### src/rtl/alu_sequencer_if.sv
// Instruction handshake bundle between an instruction source and the ALU sequencer.
// The source drives instr_valid/instr; the sequencer answers with instr_ready.
interface alu_sequencer_if;
  logic       instr_valid;
  logic [7:0] instr;
  logic       instr_ready;

  modport master (
    output instr_valid,
    output instr,
    input  instr_ready
  );

  modport slave (
    input  instr_valid,
    input  instr,
    output instr_ready
  );
endinterface

### src/rtl/alu_sequencer.sv
// Multi-cycle DECODE/EXEC/WB sequencer with a 4-entry register file driving an
// external combinational ALU; one instruction accepted per valid/ready handshake.
module alu_sequencer #(
  parameter int DATA_W = 8,
  parameter int NREG   = 4
) (
  input  logic                     clk,
  input  logic                     rst_n,
  alu_sequencer_if.slave           instr_if,
  output logic [DATA_W-1:0]        alu_a,
  output logic [DATA_W-1:0]        alu_b,
  output logic [3:0]               alu_opcode,
  input  logic [DATA_W-1:0]        alu_result,
  input  logic                     alu_zero,
  input  logic                     alu_carry,
  input  logic                     alu_overflow,
  output logic [DATA_W-1:0]        result,
  output logic                     result_valid,
  output logic                     zero_flag,
  output logic                     carry_flag,
  output logic                     overflow_flag,
  output logic                     err_div0,
  output logic                     err_illegal,
  output logic                     busy,
  input  logic [$clog2(NREG)-1:0]  dbg_addr,
  output logic [DATA_W-1:0]        dbg_data
);

  localparam logic [DATA_W-1:0] ZERO_W = {DATA_W{1'b0}};

  typedef enum logic [1:0] {
    S_IDLE   = 2'd0,
    S_DECODE = 2'd1,
    S_EXEC   = 2'd2,
    S_WB     = 2'd3
  } state_e;

  typedef enum logic [1:0] {
    C_ALU  = 2'd0,
    C_NOP  = 2'd1,
    C_ILL  = 2'd2,
    C_DIV0 = 2'd3
  } cls_e;

  function automatic cls_e classify(input logic [3:0] op, input logic [DATA_W-1:0] b);
    cls_e c;
    case (op)
      4'h3, 4'h4:                               c = (b == ZERO_W) ? C_DIV0 : C_ALU;
      4'h0, 4'h1, 4'h2, 4'h5, 4'h6, 4'h7, 4'h8: c = C_ALU;
      4'hF:                                     c = C_NOP;
      default:                                  c = C_ILL;
    endcase
    return c;
  endfunction

  function automatic logic [DATA_W-1:0] reg_reset_val(input int idx);
    logic [DATA_W-1:0] v;
    case (idx)
      32'sd0:  v = DATA_W'(1);
      32'sd1:  v = DATA_W'(2);
      default: v = ZERO_W;
    endcase
    return v;
  endfunction

  state_e            state_q, state_d;
  cls_e              cls_q, cls_d;
  cls_e              cls_s;
  logic [7:0]        instr_q, instr_d;
  logic [DATA_W-1:0] alu_a_q, alu_a_d;
  logic [DATA_W-1:0] alu_b_q, alu_b_d;
  logic [3:0]        alu_op_q, alu_op_d;
  logic [DATA_W-1:0] hold_q, hold_d;
  logic [DATA_W-1:0] result_q, result_d;
  logic [2:0]        flags_q, flags_d;
  logic              ready_q, ready_d;
  logic              busy_q, busy_d;
  logic              rv_q, rv_d;
  logic              div0_q, div0_d;
  logic              ill_q, ill_d;
  logic [DATA_W-1:0] regs_q [NREG];

  logic              accept_s;
  logic              wb_en_s;
  logic [1:0]        rd_s;
  logic [1:0]        rb_s;
  logic [DATA_W-1:0] opa_s;
  logic [DATA_W-1:0] opb_s;

  // Field decode, operand read and handshake qualification
  always_comb begin
    rd_s     = instr_q[3:2];
    rb_s     = instr_q[1:0];
    opa_s    = regs_q[rd_s];
    opb_s    = regs_q[rb_s];
    cls_s    = classify(instr_q[7:4], opb_s);
    accept_s = instr_if.instr_valid & ready_q;
    wb_en_s  = (state_q == S_WB) && (cls_q == C_ALU);
  end

  // FSM next state; the only branch point is acceptance in IDLE
  always_comb begin
    state_d = state_q;
    case (state_q)
      S_IDLE:   state_d = accept_s ? S_DECODE : S_IDLE;
      S_DECODE: state_d = S_EXEC;
      S_EXEC:   state_d = S_WB;
      S_WB:     state_d = S_IDLE;
      default:  state_d = S_IDLE;
    endcase
  end

  // Datapath next values; outputs are computed one cycle early so they register in step with the state
  always_comb begin
    instr_d  = instr_q;
    cls_d    = cls_q;
    alu_a_d  = ZERO_W;
    alu_b_d  = ZERO_W;
    alu_op_d = 4'hF;
    hold_d   = hold_q;
    result_d = result_q;
    flags_d  = flags_q;
    rv_d     = 1'b0;
    div0_d   = 1'b0;
    ill_d    = 1'b0;
    ready_d  = (state_d == S_IDLE);
    busy_d   = (state_d != S_IDLE);
    case (state_q)
      S_IDLE: begin
        instr_d = accept_s ? instr_if.instr : instr_q;
      end
      S_DECODE: begin
        alu_a_d  = opa_s;
        alu_b_d  = opb_s;
        alu_op_d = instr_q[7:4];
        cls_d    = cls_s;
      end
      S_EXEC: begin
        // Result and flags are published together with the write-back pulse
        hold_d   = alu_result;
        rv_d     = (cls_q == C_ALU);
        div0_d   = (cls_q == C_DIV0);
        ill_d    = (cls_q == C_ILL);
        result_d = (cls_q == C_ALU) ? alu_result : result_q;
        flags_d  = (cls_q == C_ALU) ? {alu_zero, alu_carry, alu_overflow} : flags_q;
      end
      S_WB: begin
        cls_d = cls_q;
      end
      default: begin
        cls_d = cls_q;
      end
    endcase
  end

  // Control and datapath state registers
  always_ff @(posedge clk) begin
    if (!rst_n) begin
      state_q  <= S_IDLE;
      cls_q    <= C_NOP;
      instr_q  <= 8'h00;
      alu_a_q  <= ZERO_W;
      alu_b_q  <= ZERO_W;
      alu_op_q <= 4'hF;
      hold_q   <= ZERO_W;
      result_q <= ZERO_W;
      flags_q  <= 3'b000;
      ready_q  <= 1'b0;
      busy_q   <= 1'b0;
      rv_q     <= 1'b0;
      div0_q   <= 1'b0;
      ill_q    <= 1'b0;
    end else begin
      state_q  <= state_d;
      cls_q    <= cls_d;
      instr_q  <= instr_d;
      alu_a_q  <= alu_a_d;
      alu_b_q  <= alu_b_d;
      alu_op_q <= alu_op_d;
      hold_q   <= hold_d;
      result_q <= result_d;
      flags_q  <= flags_d;
      ready_q  <= ready_d;
      busy_q   <= busy_d;
      rv_q     <= rv_d;
      div0_q   <= div0_d;
      ill_q    <= ill_d;
    end
  end

  // Register file; only an ALU-class write-back modifies it
  always_ff @(posedge clk) begin
    if (!rst_n) begin
      for (int i = 0; i < NREG; i++) begin
        regs_q[i] <= reg_reset_val(i);
      end
    end else if (wb_en_s) begin
      regs_q[instr_q[3:2]] <= hold_q;
    end
  end

  assign instr_if.instr_ready = ready_q;
  assign alu_a                = alu_a_q;
  assign alu_b                = alu_b_q;
  assign alu_opcode           = alu_op_q;
  assign result               = result_q;
  assign result_valid         = rv_q;
  assign zero_flag            = flags_q[2];
  assign carry_flag           = flags_q[1];
  assign overflow_flag        = flags_q[0];
  assign err_div0             = div0_q;
  assign err_illegal          = ill_q;
  assign busy                 = busy_q;
  assign dbg_data             = regs_q[dbg_addr];

endmodule

### src/flat_wrapper.sv
// flat-port wrapper written by rule: the top's interface ports become plain ports
module alu_sequencer_flat 
#(
  parameter int DATA_W = 8,
  parameter int NREG   = 4
)
  (clk, rst_n, alu_a, alu_b, alu_opcode, alu_result, alu_zero, alu_carry, alu_overflow, result, result_valid, zero_flag, carry_flag, overflow_flag, err_div0, err_illegal, busy, dbg_addr, dbg_data, instr_if_instr_valid, instr_if_instr, instr_if_instr_ready);
  alu_sequencer_if instr_if_i ();
  input  logic clk;
  input  logic rst_n;
  output logic [DATA_W-1:0] alu_a;
  output logic [DATA_W-1:0] alu_b;
  output logic [3:0] alu_opcode;
  input  logic [DATA_W-1:0] alu_result;
  input  logic alu_zero;
  input  logic alu_carry;
  input  logic alu_overflow;
  output logic [DATA_W-1:0] result;
  output logic result_valid;
  output logic zero_flag;
  output logic carry_flag;
  output logic overflow_flag;
  output logic err_div0;
  output logic err_illegal;
  output logic busy;
  input  logic [$clog2(NREG)-1:0] dbg_addr;
  output logic [DATA_W-1:0] dbg_data;
  input wire logic [$bits(instr_if_i.instr_valid)-1:0] instr_if_instr_valid;
  input wire logic [$bits(instr_if_i.instr)-1:0] instr_if_instr;
  output wire logic [$bits(instr_if_i.instr_ready)-1:0] instr_if_instr_ready;
  assign instr_if_i.instr_valid = instr_if_instr_valid;
  assign instr_if_i.instr = instr_if_instr;
  assign instr_if_instr_ready = instr_if_i.instr_ready;
  alu_sequencer #(.DATA_W(DATA_W), .NREG(NREG)) u_core (.clk(clk), .rst_n(rst_n), .instr_if(instr_if_i), .alu_a(alu_a), .alu_b(alu_b), .alu_opcode(alu_opcode), .alu_result(alu_result), .alu_zero(alu_zero), .alu_carry(alu_carry), .alu_overflow(alu_overflow), .result(result), .result_valid(result_valid), .zero_flag(zero_flag), .carry_flag(carry_flag), .overflow_flag(overflow_flag), .err_div0(err_div0), .err_illegal(err_illegal), .busy(busy), .dbg_addr(dbg_addr), .dbg_data(dbg_data));
endmodule
### config.mk
export PLATFORM = sky130hd
export DESIGN_NAME = alu_sequencer_flat
export DESIGN_NICKNAME = d
export VERILOG_FILES = /design/src/rtl/alu_sequencer_if.sv /design/src/rtl/alu_sequencer.sv /design/src/flat_wrapper.sv
export SDC_FILE = /design/constraint.sdc
export NUM_CORES = 1
export LEC_CHECK = 0
export CORE_UTILIZATION = 56
export CTS_BUF_LIST = sky130_fd_sc_hd__clkbuf_16
export DETAILED_ROUTE_END_ITERATION = 8
export HOLD_SLACK_MARGIN = 0.12
export PLACE_DENSITY = 0.84
export SLEW_MARGIN = 20
export SYNTH_ARGS = -nofsm -noshare
export SYNTH_HDL_FRONTEND = slang
export SYNTH_SLANG_ARGS = --single-unit
### constraint.sdc
create_clock -name clk -period 6.2 [get_ports clk]
set_input_delay 1.24 -clock clk [delete_from_list [all_inputs] [get_ports clk]]
set_output_delay 1.24 -clock clk [all_outputs]
set_load 0.02 [all_outputs]
# After elaboration in Yosys (flattened, before gate mapping)
# Memories as Yosys holds them, arrays and structs flattened. A register that Yosys moved wholly into a read port is not among the register bits.
# Index checks and enable logic that the tools add are counted.
# word_totals
ramBits	32
ff_bits	48
word_cells	60
input_bits	24
n_memories	1
# mem_list
name	words	width	read_ports	rd_ports_with_merged_regs	write_ports	line_no	text
u_core.regs_q	4	8	3	2	4	alu_sequencer.sv:81	logic [DATA_W-1:0] regs_q [NREG];
# classes
n_bitwise	1
reduce_logical	15
n_mux	16
n_eq_ne	14
# op_table
cell	n
two-way mux 8 bit	4
equality test 4 x 3 -> 1 bit, second input constant	4
equality test 2 bit, second input constant	4
equality test 4 x 2 -> 1 bit, second input constant	2
equality test 4 bit, second input constant	2
zero test 8 bit	1
two-way mux 2 bit	4
one-hot mux 2 bit (4 select lines)	1
AND reduction 2 bit	4
OR reduction 8 bit	1
OR reduction 7 bit	1
zero test 2 bit	3
two-way mux 1 bit	6
one-hot mux 2 bit (3 select lines)	1
equality test 4 x 1 -> 1 bit, second input constant	1
zero test 4 bit	1
equality test 2 x 1 -> 1 bit, second input constant	1
nonzero test 2 bit	1
OR reduction 2 bit	1
bitwise AND 1 bit	1
logical AND 1 bit	1
zero test 1 bit	1

# Longest topological paths before layout
# Gate-level depths: netlist of run 1.
# depth
depth_word	7
ltp_mapped	7
ltp_nobuf	6

# Worst setup path after synthesis of run 1
# Ideal clock, no wire load.
# synth_timing
path_type	input-to-output
start	input dbg_addr[0]
end	output dbg_data[0]
slack_ns	2.665
arrival_ns	2.295
n_path_buf	1
stages	2
required_ns	4.960
path_cell_list	clkbuf_1 -> mux4_2
# synth_via
elab_chain_cells	1
# synth_rtl
element	line_no	text
start, declared	flat_wrapper.sv:26	input logic [$clog2(NREG)-1:0] dbg_addr;
memory (4 x 8 bit)	-	
end, declared	flat_wrapper.sv:27	output logic [DATA_W-1:0] dbg_data;
# Every way passes these cells.

# Final worst setup path of run 1
# layout_timing
start	input dbg_addr[0]
end	output dbg_data[2]
# The elaborated chain is that of the path after synthesis.

==> key figures, run 1 <==
Synthesis
  – Mean Syn Cell Area: around 12 sq um
  – Async SR Flop Fraction: 0%
  – Top-count cell post-synth: dfxtp_1
  – Sequential share of the synthesized area: 56.68%
  – Synthesis Warnings: 0
  – Top cells by count, synth: dfxtp_1 (58), nand2_1 (41), and2_1 (32), edfxtp_1 (32), a21oi_1 (20)
  – Synth unique cells: 32
  – Leading area contributor after synthesis: dfxtp_1
  – Synth top area share: a little under a third
  – Primary FF master, synth: dfxtp_1
  – Post-Syn Area: 0.003744 sq mm
  – Dominant cells by area after synthesis: dfxtp_1 (31%), edfxtp_1 (26%), mux4_2 (11%), and2_1 (5.3%), nand2_1 (4.1%)
  – Syn Inst Count: ~310
  – Syn nets: about 340
  – #FFs+latches synth: 90
  – Post-synth EDFFs: 32

Drt
  – DR vias: between 2,000 and 3,000
  – DR DRC count: 0
  – DR WL/cell: approximately 16 microns
  – Iteration-0 DRC Markers: 138
  – Via/cell ratio: approximately 5.7
  – Drt total wl: 7409 microns
  – First-pass DRT Iterations: 5
  – Antenna-violating nets left: 0

Critical path
  – CP arrival: ~3200 ps
  – Worst R2R Path Depth: 4
  – Critical Path Max Stage Delay: a little over 800 ps
  – Crit-path max FO: 8
  – Crit end category: output port
  – Worst path slowest cell: clkdlybuf4s50_1
  – Kind of critical path: primary input to output port
  – R2R Setup Slk: about 3700 ps
  – Most frequent CP cell: clkdlybuf4s50_1
  – Critical-path cell list: clkdlybuf4s50_1 -> mux4_2 -> clkdlybuf4s50_1
  – Required @ worst endpoint: around 5000 ps
  – Worst Setup Start Kind: primary input

Timing
  – Max-slew violations: 0
  – Worst slew pin tran: 800.0 ps
  – Fin crit share: a little under three quarters
  – Post-route setup TNS: 0 ps
  – Setup Skew: between 6 and 7 ps
  – Fin crit period: about 4400 ps
  – Fin. Hold Viols: 0
  – RSZ-0062 raised after global routing: false
  – Slew headroom: 46.31%
  – Final setup viols: 0
  – FMAX: approximately 220 MHz

Power and ir drop
  – Power after layout: 0.001287 W
  – Pwr dens: between 200 and 300 mW/mm^2
  – Leak: around 1.7 nW
  – IR drop worst, VDD: 0.1990 mV

Floorplanning
  – Core Area: 0.006386 sq mm
  – IO Count: approximately 70
  – Die area: between 0.007 and 0.008 sq mm
  – Num rows: 29
  – Chip Width: approximately 84 microns
  – Initial Util: roughly 59%
  – Vert. Die Dim: 83.76 microns

Global routing
  – Largest net degree at the start of global routing: 31
  – GR Util All Layers: 22.79%
  – Initial antenna violation count: 0
  – First-pass GRT wire length: about 12,000 microns
  – GR Overflow Total: 0
  – Number of global-route vias before repair: between 2,000 and 3,000

Clocking
  – Hold buffers post-CTS: 0
  – Clock latency on the worst-skew pair: between 300 and 400 ps
  – CTS buffer count: 9
  – Post-CTS Setup Bufs: 0
  – CTS root buf: clkbuf_16
  – Clock Sink Count: 90
  – Clock slew at reported path FFs: about 60 ps
  – CTS tree: yes
  – H-tree depth: 3
  – Bufs on Longest Clock Path: 2
  – Post-CTS resize count: 0

Hold path
  – HP Class: flip-flop to flip-flop
  – Worst Hold Path Cells: 2

Placed design
  – Routability cong.: 0.7883
  – I/O Buffers: 67
  – Hpwl dp: just over 5000 microns
  – Post-DP Area: 0.004436 sq mm

Run
  – # Max-Cap Violations: 0

Cells and area
  – Layout Area Growth over Synthesis: 26.20%
  – Filler cells: between 400 and 500
  – Diodes inserted: 0
  – Final Cell Area: between 0.004 and 0.005 sq mm
  – Nets@finish: 399
  – Final Util: between 70% and 80%
  – Share of post-route cells with drive strength above 1: 9.574%

Run status
  – Status: completed
## layer usage
| layer | up-vias | track usage, % | part of all wire, % |
|---|---|---|---|
| li1 | 1217 | - | - |
| met1 | 1257 | 29.63 | 44 |
| met2 | 113 | 37.03 | 49 |
| met3 | 10 | 6.429 | 6.5 |
| met4 | 0 | 7.704 | 1.3 |
| met5 | - | 0 | 0 |
## path summary, 6_finish.rpt
check / startpoint / end
worst min-delay path: u_core.result[3] / u_core.result[3]
worst max register to register: flip-flop / u_core.cls_q[1]
worst min register to register: u_core.result[3] / u_core.result[3]
worst max-delay path: dbg_addr[0] / dbg_data[2]
## cell usage in the layout (no fill, tap or decap), types with 2 or more instances in the layout
cell / instances
clkdlybuf4s50_1: 67
dfxtp_1: 58
nand2_1: 41
and2_1: 32
edfxtp_1: 32
a21oi_1: 20
mux4_2: 19
nor2b_1: 16
nor2_1: 15
clkbuf_16: 10
mux2i_1: 8
inv_1: 7
nand3_1: 5
or2_1: 5
mux4_1: 5
nor3_1: 4
nand2b_1: 4
ha_1: 4
and3_1: 3
o21ai_1: 3
o21ai_0: 2
or4_1: 2
inv_4: 2
clkinv_4: 2
## state kept, by name (all words and copies together) (netlist names), named ones only
name / flops
u_core.err_illegal: 1
u_core.err_div0: 1
u_core.result: 8
u_core.cls_q: 2
u_core.alu_a: 8
u_core.regs_q: 32
u_core.result_valid: 1
u_core.instr_q: 8
u_core.alu_b: 8
u_core.alu_opcode: 4
u_core.state_q: 2
u_core.hold_q: 8
u_core.flags_q: 3
u_core.instr_if.instr_ready: 1
u_core.busy: 1
## worst max-delay path: cells and delay by family
kind / cells / cell delay, ps
buffers and inverters: 2 / 1390
multiplexers: 1 / 580
## area by class of cell
cell class	count	area (sq um)	area share, %
Sequential cell	90	2122	44.92
Clock buffer	10	250.2	5.297
Timing Repair Buffer	68	678.2	14.35
Clock inverter	6	38.79	0.8210
Inverter	7	26.28	0.5561
Tap cell	77	96.34	2.039
Multi-Input combinational cell	195	1513	32.02
## metrics by stage
stage | cells | setup slack, ps | hold WS [ps]
global route | 453 | 1660 | 481.0
finish | 453 | 1753 | 456.5
floorplan | 309 | 2665 | 435.9
detailed placement | 437 | 1739 | 449.4
global placement | 437 | 1784 | 442.2
CTS | 453 | 1729 | 455.1
## cells by family (layout without fill, tap and decap cells)
| group | after synthesis | after routing | synth area share, % |
|---|---|---|---|
| and+or+nand+nor | 131 | 131 | 18.08 |
| muxes | 32 | 32 | 17.08 |
| AOI/OAI and AO/OA | 28 | 28 | 3.911 |
| DFF | 90 | 90 | 56.68 |
| adders and majority gates | 4 | 4 | 1.337 |
| buffers and inverters | 24 | 91 | 2.908 |
## where the power goes
group	leakage [nW]	internal (W)	switching, W
Clock	0.150	0.000295	0.000218
Combinational	0.731	0.0000653	0.0000537
Sequential	0.793	0.000631	0.0000228
No activity file was read; power rests on OpenSTA's default activity.
==> run 2: changes to the inputs <==
CORE_UTILIZATION = 52   (was 56)
PLACE_DENSITY = 0.79   (was 0.84)
clock period = 4.3 ns   (was 6.2 ns; I/O delays follow)
==> key figures, run 2 (same netlist as run 1, synthesis figures left out) <==
Run status
  – Status: completed (unchanged)

Drt
  – DR DRC count: 0 (unchanged)
  – Drt total wl: 7374 microns (was 7409 microns)
  – Via/cell ratio: 5.333 (was 5.733)
  – Iteration-0 DRC Markers: 182 (was 138)
  – Antenna-violating nets left: 0 (unchanged)
  – First-pass DRT Iterations: 6 (was 5)
  – DR WL/cell: 15.62 microns (was 16.36 microns)
  – DR vias: 2,517 (was 2,597)

Power and ir drop
  – IR drop worst, VDD: 0.2098 mV (was 0.1990 mV)
  – Pwr dens: 392.1 mW/mm^2 (was 272.3 mW/mm^2)
  – Leak: 1.673 nW (was 1.674 nW)

Placed design
  – I/O Buffers: 67 (unchanged)
  – Routability cong.: 0.7637 (was 0.7883)
  – Hpwl dp: 5349 microns (was 5127 microns)
  – Place WS: 583.3 ps (was 1739 ps)

Clocking
  – Post-CTS Setup Bufs: 0 (unchanged)
  – Clock latency on the worst-skew pair: 330 ps (about the same)
  – CTS buffer count: 9 (unchanged)
  – Hold buffers post-CTS: 0 (unchanged)
  – H-tree depth: 3 (unchanged)
  – Post-CTS resize count: 0 (unchanged)
  – CTS root buf: clkbuf_16 (unchanged)
  – Bufs on Longest Clock Path: 2 (unchanged)
  – CTS tree: yes (unchanged)
  – Clock Sink Count: 90 (unchanged)
  – Clock slew at reported path FFs: 60 ps (about the same)

Global routing
  – GR Overflow Total: 0 (unchanged)
  – GR Util met3: 5.592% (was 6.429%)
  – Initial antenna violation count: 0 (unchanged)
  – Largest net degree at the start of global routing: 31 (unchanged)
  – Number of global-route vias before repair: 2,397 (was 2,521)
  – Most Used Layer, Global Route: met2 (unchanged)
  – Met2 Track Usage GR: 33.86% (was 37.03%)
  – First-pass GRT wire length: 11,970 microns (was 12,350 microns)
  – GR Util All Layers: 21.39% (was 22.79%)
  – GR Util met1: 28.14% (was 29.63%)

Critical path
  – Crit end category: output port (unchanged)
  – Critical-path cell list: clkdlybuf4s50_1 -> mux4_2 -> clkdlybuf4s50_1 (unchanged)
  – Critical Path Max Stage Delay: 830 ps (about the same)
  – CP arrival: 2840 ps (was 3210 ps)
  – Kind of critical path: primary input to output port (unchanged)
  – Worst Setup Start Kind: primary input (unchanged)
  – Required @ worst endpoint: 3440 ps (was 4960 ps)
  – Most frequent CP cell: clkdlybuf4s50_1 (unchanged)
  – Buf/Inv on CP: 2 (unchanged)
  – Worst path top cell family by delay: buffers and inverters (unchanged)
  – Crit-path max FO: 8 (unchanged)
  – Worst path slowest cell: clkdlybuf4s50_1 (unchanged)

Hold path
  – HP Class: flip-flop to flip-flop (unchanged)

Timing
  – Final setup viols: 0 (unchanged)
  – FMAX: 270.5 MHz
  – RSZ-0062 raised after global routing: false (unchanged)
  – Max-slew violations: 0 (unchanged)
  – Fin. Hold Viols: 0 (unchanged)
  – Fin crit period: about 3700 ps
  – Worst slew pin tran: 805.5 ps (was 800.0 ps)
  – Fin crit share: a little under nine tenths
  – Slew headroom: 45.94% (was 46.31%)
  – Final setup margin: 603.6 ps (was 1753 ps)
  – Post-route setup TNS: 0 ps (unchanged)
  – Setup Skew: 4.137 ps (was 6.577 ps)

Cells and area
  – Commonest non-fill, non-tap cell in the layout: clkdlybuf4s50_1 (unchanged)
  – Share of post-route cells with drive strength above 1: 9.840% (was 9.574%)
  – Commonest non-fill, non-tap cells in the layout: clkdlybuf4s50_1 (67), dfxtp_1 (58), nand2_1 (41), and2_1 (32), edfxtp_1 (32) (unchanged)
  – Largest reg by FF count: u_core.regs_q (unchanged)
  – Max reg flops: 32 (unchanged)
  – Layout Area Growth over Synthesis: 26.80% (was 26.20%)
  – Filler cells: 497 (was 415)
  – Diodes inserted: 0 (unchanged)
  – Nets@finish: 399 (unchanged)

Floorplanning
  – Die area: 0.007543 sq mm (was 0.007016 sq mm)
  – Core Area: 0.006869 sq mm (was 0.006386 sq mm)
  – Num rows: 30 (was 29)
  – Vert. Die Dim: 86.85 microns (was 83.76 microns)
  – IO Count: 68 (unchanged)
  – Initial Util: 54.50% (was 58.62%)
  – Chip Width: 86.85 microns (was 83.76 microns)

Run
  – # Max-Cap Violations: 0 (unchanged)
-- run 2: cell counts in the layout (fill, tap and decap cells not counted) --
No cell type changed its count.
-- run 2: layout make-up --
type                       instances  area, sq um  area share, %
inverter                           7        26.28         0.5535
multi-input combinational        195         1513          31.87
clock inverter                     6        37.54         0.7907
tap                               96        120.1          2.530
sequential                        90         2122          44.70
timing repair buffer              68        678.2          14.29
clock buffer                      10        250.2          5.271
-- run 2: routing by layer --
metal / share of wire (%) / vias to the layer above
li1: - / 1218
met1: 45 / 1187
met2: 48 / 99
met3: 5.6 / 13
met4: 1.7 / 0
met5: 0 / -
-- run 2: power by group --
part	total [W]	leakage (nW)	internal (W)	switching, W
sequential	0.000943	0.793	0.000910	0.0000331
clock	0.000745	0.148	0.000426	0.000319
combinational	0.000172	0.731	0.0000944	0.0000780
-- run 2: final timing paths --
check / from / end / slack (ps) / depth (start not counted)
min reg2reg: u_core.flags_q[2] / u_core.flags_q[2] / 460 / 2
min: u_core.flags_q[2] / u_core.flags_q[2] / 460 / 2
max reg2reg: flip-flop / u_core.cls_q[1] / 1830 / 4
max: dbg_addr[0] / dbg_data[1] / 600 / 3
-- run 2: worst register-to-register path: cells and delay by family (launching register included) --
kind            cells  cell delay, ps
compound gates      1             180
flops               1             610
mux                 1             590
simple gates        2            1000
-- run 2: through the flow --
step	std cells	cell area, sq um	util [%]	hold WS, ps	power [W]
2_1_floorplan	309	3744	-	435.9	0.001060
3_3_place_gp	456	4459	64.92	442.6	0.001126
3_5_place_dp	456	4459	64.92	450.2	0.001133
4_1_cts	472	4747	69.11	461.5	0.001869
5_1_grt	472	4747	69.11	484.1	0.001918
6_report	472	4747	69.11	458.5	0.001861
==> run 3: changes to the inputs <==
CORE_UTILIZATION = 41   (was 52)
PLACE_DENSITY = default   (was 0.79)
==> key figures, run 3 (same netlist as run 1, synthesis figures left out) <==
Global routing
  – GR Util All Layers: 16.80% (was 21.39%)
  – GR Overflow Total: 0 (unchanged)
  – First-pass GRT wire length: 12,600 microns (was 11,970 microns)
  – Number of global-route vias before repair: 2,503 (was 2,397)
  – Largest net degree at the start of global routing: 31 (unchanged)
  – Initial antenna violation count: 0 (unchanged)

Timing
  – Fin. Hold Viols: 0 (unchanged)
  – Worst slew pin tran: 777.4 ps (was 805.5 ps)
  – Fin crit period: 3666 ps (was 3696 ps)
  – Post-route setup TNS: 0 ps (unchanged)
  – RSZ-0062 raised after global routing: false (unchanged)
  – Final setup viols: 0 (unchanged)
  – FMAX: 272.7 MHz (was 270.5 MHz)
  – Fin crit share: 85.27% (was 85.96%)
  – Setup Skew: 4.920 ps (was 4.137 ps)
  – Slew headroom: 47.82% (was 45.94%)
  – Max-slew violations: 0 (unchanged)

Clocking
  – Hold buffers post-CTS: 0 (unchanged)
  – Clock slew at reported path FFs: 60 ps (about the same)
  – Clock latency on the worst-skew pair: 320 ps (was 330 ps)
  – Post-CTS resize count: 0 (unchanged)
  – Clock Sink Count: 90 (unchanged)
  – CTS tree: yes (unchanged)
  – Post-CTS Setup Bufs: 0 (unchanged)
  – H-tree depth: 3 (unchanged)
  – CTS root buf: clkbuf_16 (unchanged)
  – CTS buffer count: 9 (unchanged)
  – Bufs on Longest Clock Path: 2 (unchanged)

Floorplanning
  – Vert. Die Dim: 97.56 microns (was 86.85 microns)
  – Die area: 0.009517 sq mm (was 0.007543 sq mm)
  – IO Count: 68 (unchanged)
  – Chip Width: 97.56 microns (was 86.85 microns)
  – Num rows: 34 (was 30)
  – Core Area: 0.008763 sq mm (was 0.006869 sq mm)
  – Initial Util: 42.72% (was 54.50%)

Placed design
  – I/O Buffers: 67 (unchanged)
  – Hpwl dp: 5392 microns (was 5349 microns)
  – Placed cell count: 468 (was 456)
  – Routability cong.: 0.7850 (was 0.7637)

Cells and area
  – Largest reg by FF count: u_core.regs_q (unchanged)
  – Commonest non-fill, non-tap cell in the layout: clkdlybuf4s50_1 (unchanged)
  – Layout Cells excl Fill: 484 (was 472)
  – Final Util: 54.48% (was 69.11%)
  – Max reg flops: 32 (unchanged)
  – Commonest non-fill, non-tap cells in the layout: clkdlybuf4s50_1 (67), dfxtp_1 (58), nand2_1 (41), and2_1 (32), edfxtp_1 (32) (unchanged)
  – Nets@finish: 399 (unchanged)
  – Diodes inserted: 0 (unchanged)
  – Share of post-route cells with drive strength above 1: 9.309% (was 9.840%)
  – Layout Area Growth over Synthesis: 27.54% (was 26.80%)

Critical path
  – CP arrival: 2810 ps (was 2840 ps)
  – R2R Setup Slk: 1820 ps (was 1830 ps)
  – Crit-path max FO: 8 (unchanged)
  – Kind of critical path: primary input to output port (unchanged)
  – Required @ worst endpoint: 3440 ps (about the same)
  – Worst Setup Start Kind: primary input (unchanged)
  – Reg2reg end: u_core.cls_q[1] (unchanged)
  – Worst R2R Path Depth: 4 (unchanged)
  – Crit end category: output port (unchanged)

Drt
  – DR DRC count: 0 (unchanged)
  – Via/cell ratio: 5.112 (was 5.333)
  – Iteration-0 DRC Markers: 115 (was 182)
  – DR vias: 2,474 (was 2,517)
  – First-pass DRT Iterations: 4 (was 6)
  – Antenna-violating nets left: 0 (unchanged)
  – Drt total wl: 7298 microns (was 7374 microns)
  – DR WL/cell: 15.08 microns (was 15.62 microns)

Hold path
  – HP Class: flip-flop to flip-flop (unchanged)
  – Min-Delay Endpoint: u_core.flags_q[1] (was u_core.flags_q[2])
  – Min-delay src: u_core.flags_q[1] (was u_core.flags_q[2])
  – Worst Hold Path Cells: 2 (unchanged)

Power and ir drop
  – Pwr dens: 393.3 mW/mm^2 (was 392.1 mW/mm^2)
  – IR drop worst, VDD: 0.1870 mV (was 0.2098 mV)
  – Leak: 1.679 nW (was 1.673 nW)

Run status
  – Status: completed (unchanged)

Run
  – # Max-Cap Violations: 0 (unchanged)
==> run 3: cell types whose count changed in the layout (fill, tap and decap cells not counted) <==
| cell | change |
|---|---|
| clkbuf_16 | +1 |
| clkinv_2 | -1 |
| inv_4 | -1 |
| inv_6 | -1 |
| clkinv_1 | +1 |
| inv_1 | +1 |
==> run 3: worst max-delay path by stage <==
stage                      from          end  slack [ps]  cells after the start
finish              dbg_addr[0]  dbg_data[7]         630                      3
global route        dbg_addr[0]  dbg_data[7]         530                      3
CTS                 dbg_addr[0]  dbg_data[7]         590                      3
detailed placement  dbg_addr[0]  dbg_data[7]         600                      3
global placement    dbg_addr[0]  dbg_data[7]         620                      3
floorplan           dbg_addr[0]  dbg_data[0]        1520                      2
==> run 3: routing by layer <==
metal / GRT usage, % / part of all wire (%)
met1: 22.69 / 47
met2: 25.82 / 47
met3: 4.532 / 5.4
met4: 6.448 / 0.78
met5: 0 / 0
==> run 3: report_power, final <==
part | leakage (nW) | internal, W | switching, W
clock | 0.155 | 0.000457 | 0.000309
sequential | 0.793 | 0.000910 | 0.0000325
combinational | 0.731 | 0.0000940 | 0.0000753
total | 1.68 | 0.00146 | 0.000417
==> run 3: worst max-delay path, stage by stage <==
cell	delay, ps
clkdlybuf4s50_1	810
mux4_2	580
clkdlybuf4s50_1	550
==> run 3: final cells by class <==
cell class | count | area, sq um
Fill cell | 727 | 3989
Sequential cell | 90 | 2122
Multi-Input combinational cell | 195 | 1513
Timing Repair Buffer | 68 | 678.2
Clock buffer | 11 | 275.3
Tap cell | 108 | 135.1
Inverter | 7 | 26.28
Clock inverter | 5 | 25.02
==> run 3: stage by stage <==
step	area (sq um)	total power, W	worst slack (ps)	hold slack [ps]
final	4775	0.001878	633.6	453.7
after global routing	4775	0.001953	531.7	478.3
after CTS	4775	0.001896	594.0	454.0
after detailed placement	4474	0.001133	597.6	447.6
after global placement	4474	0.001131	615.7	442.0
after floorplan	3744	0.001060	1525	435.9
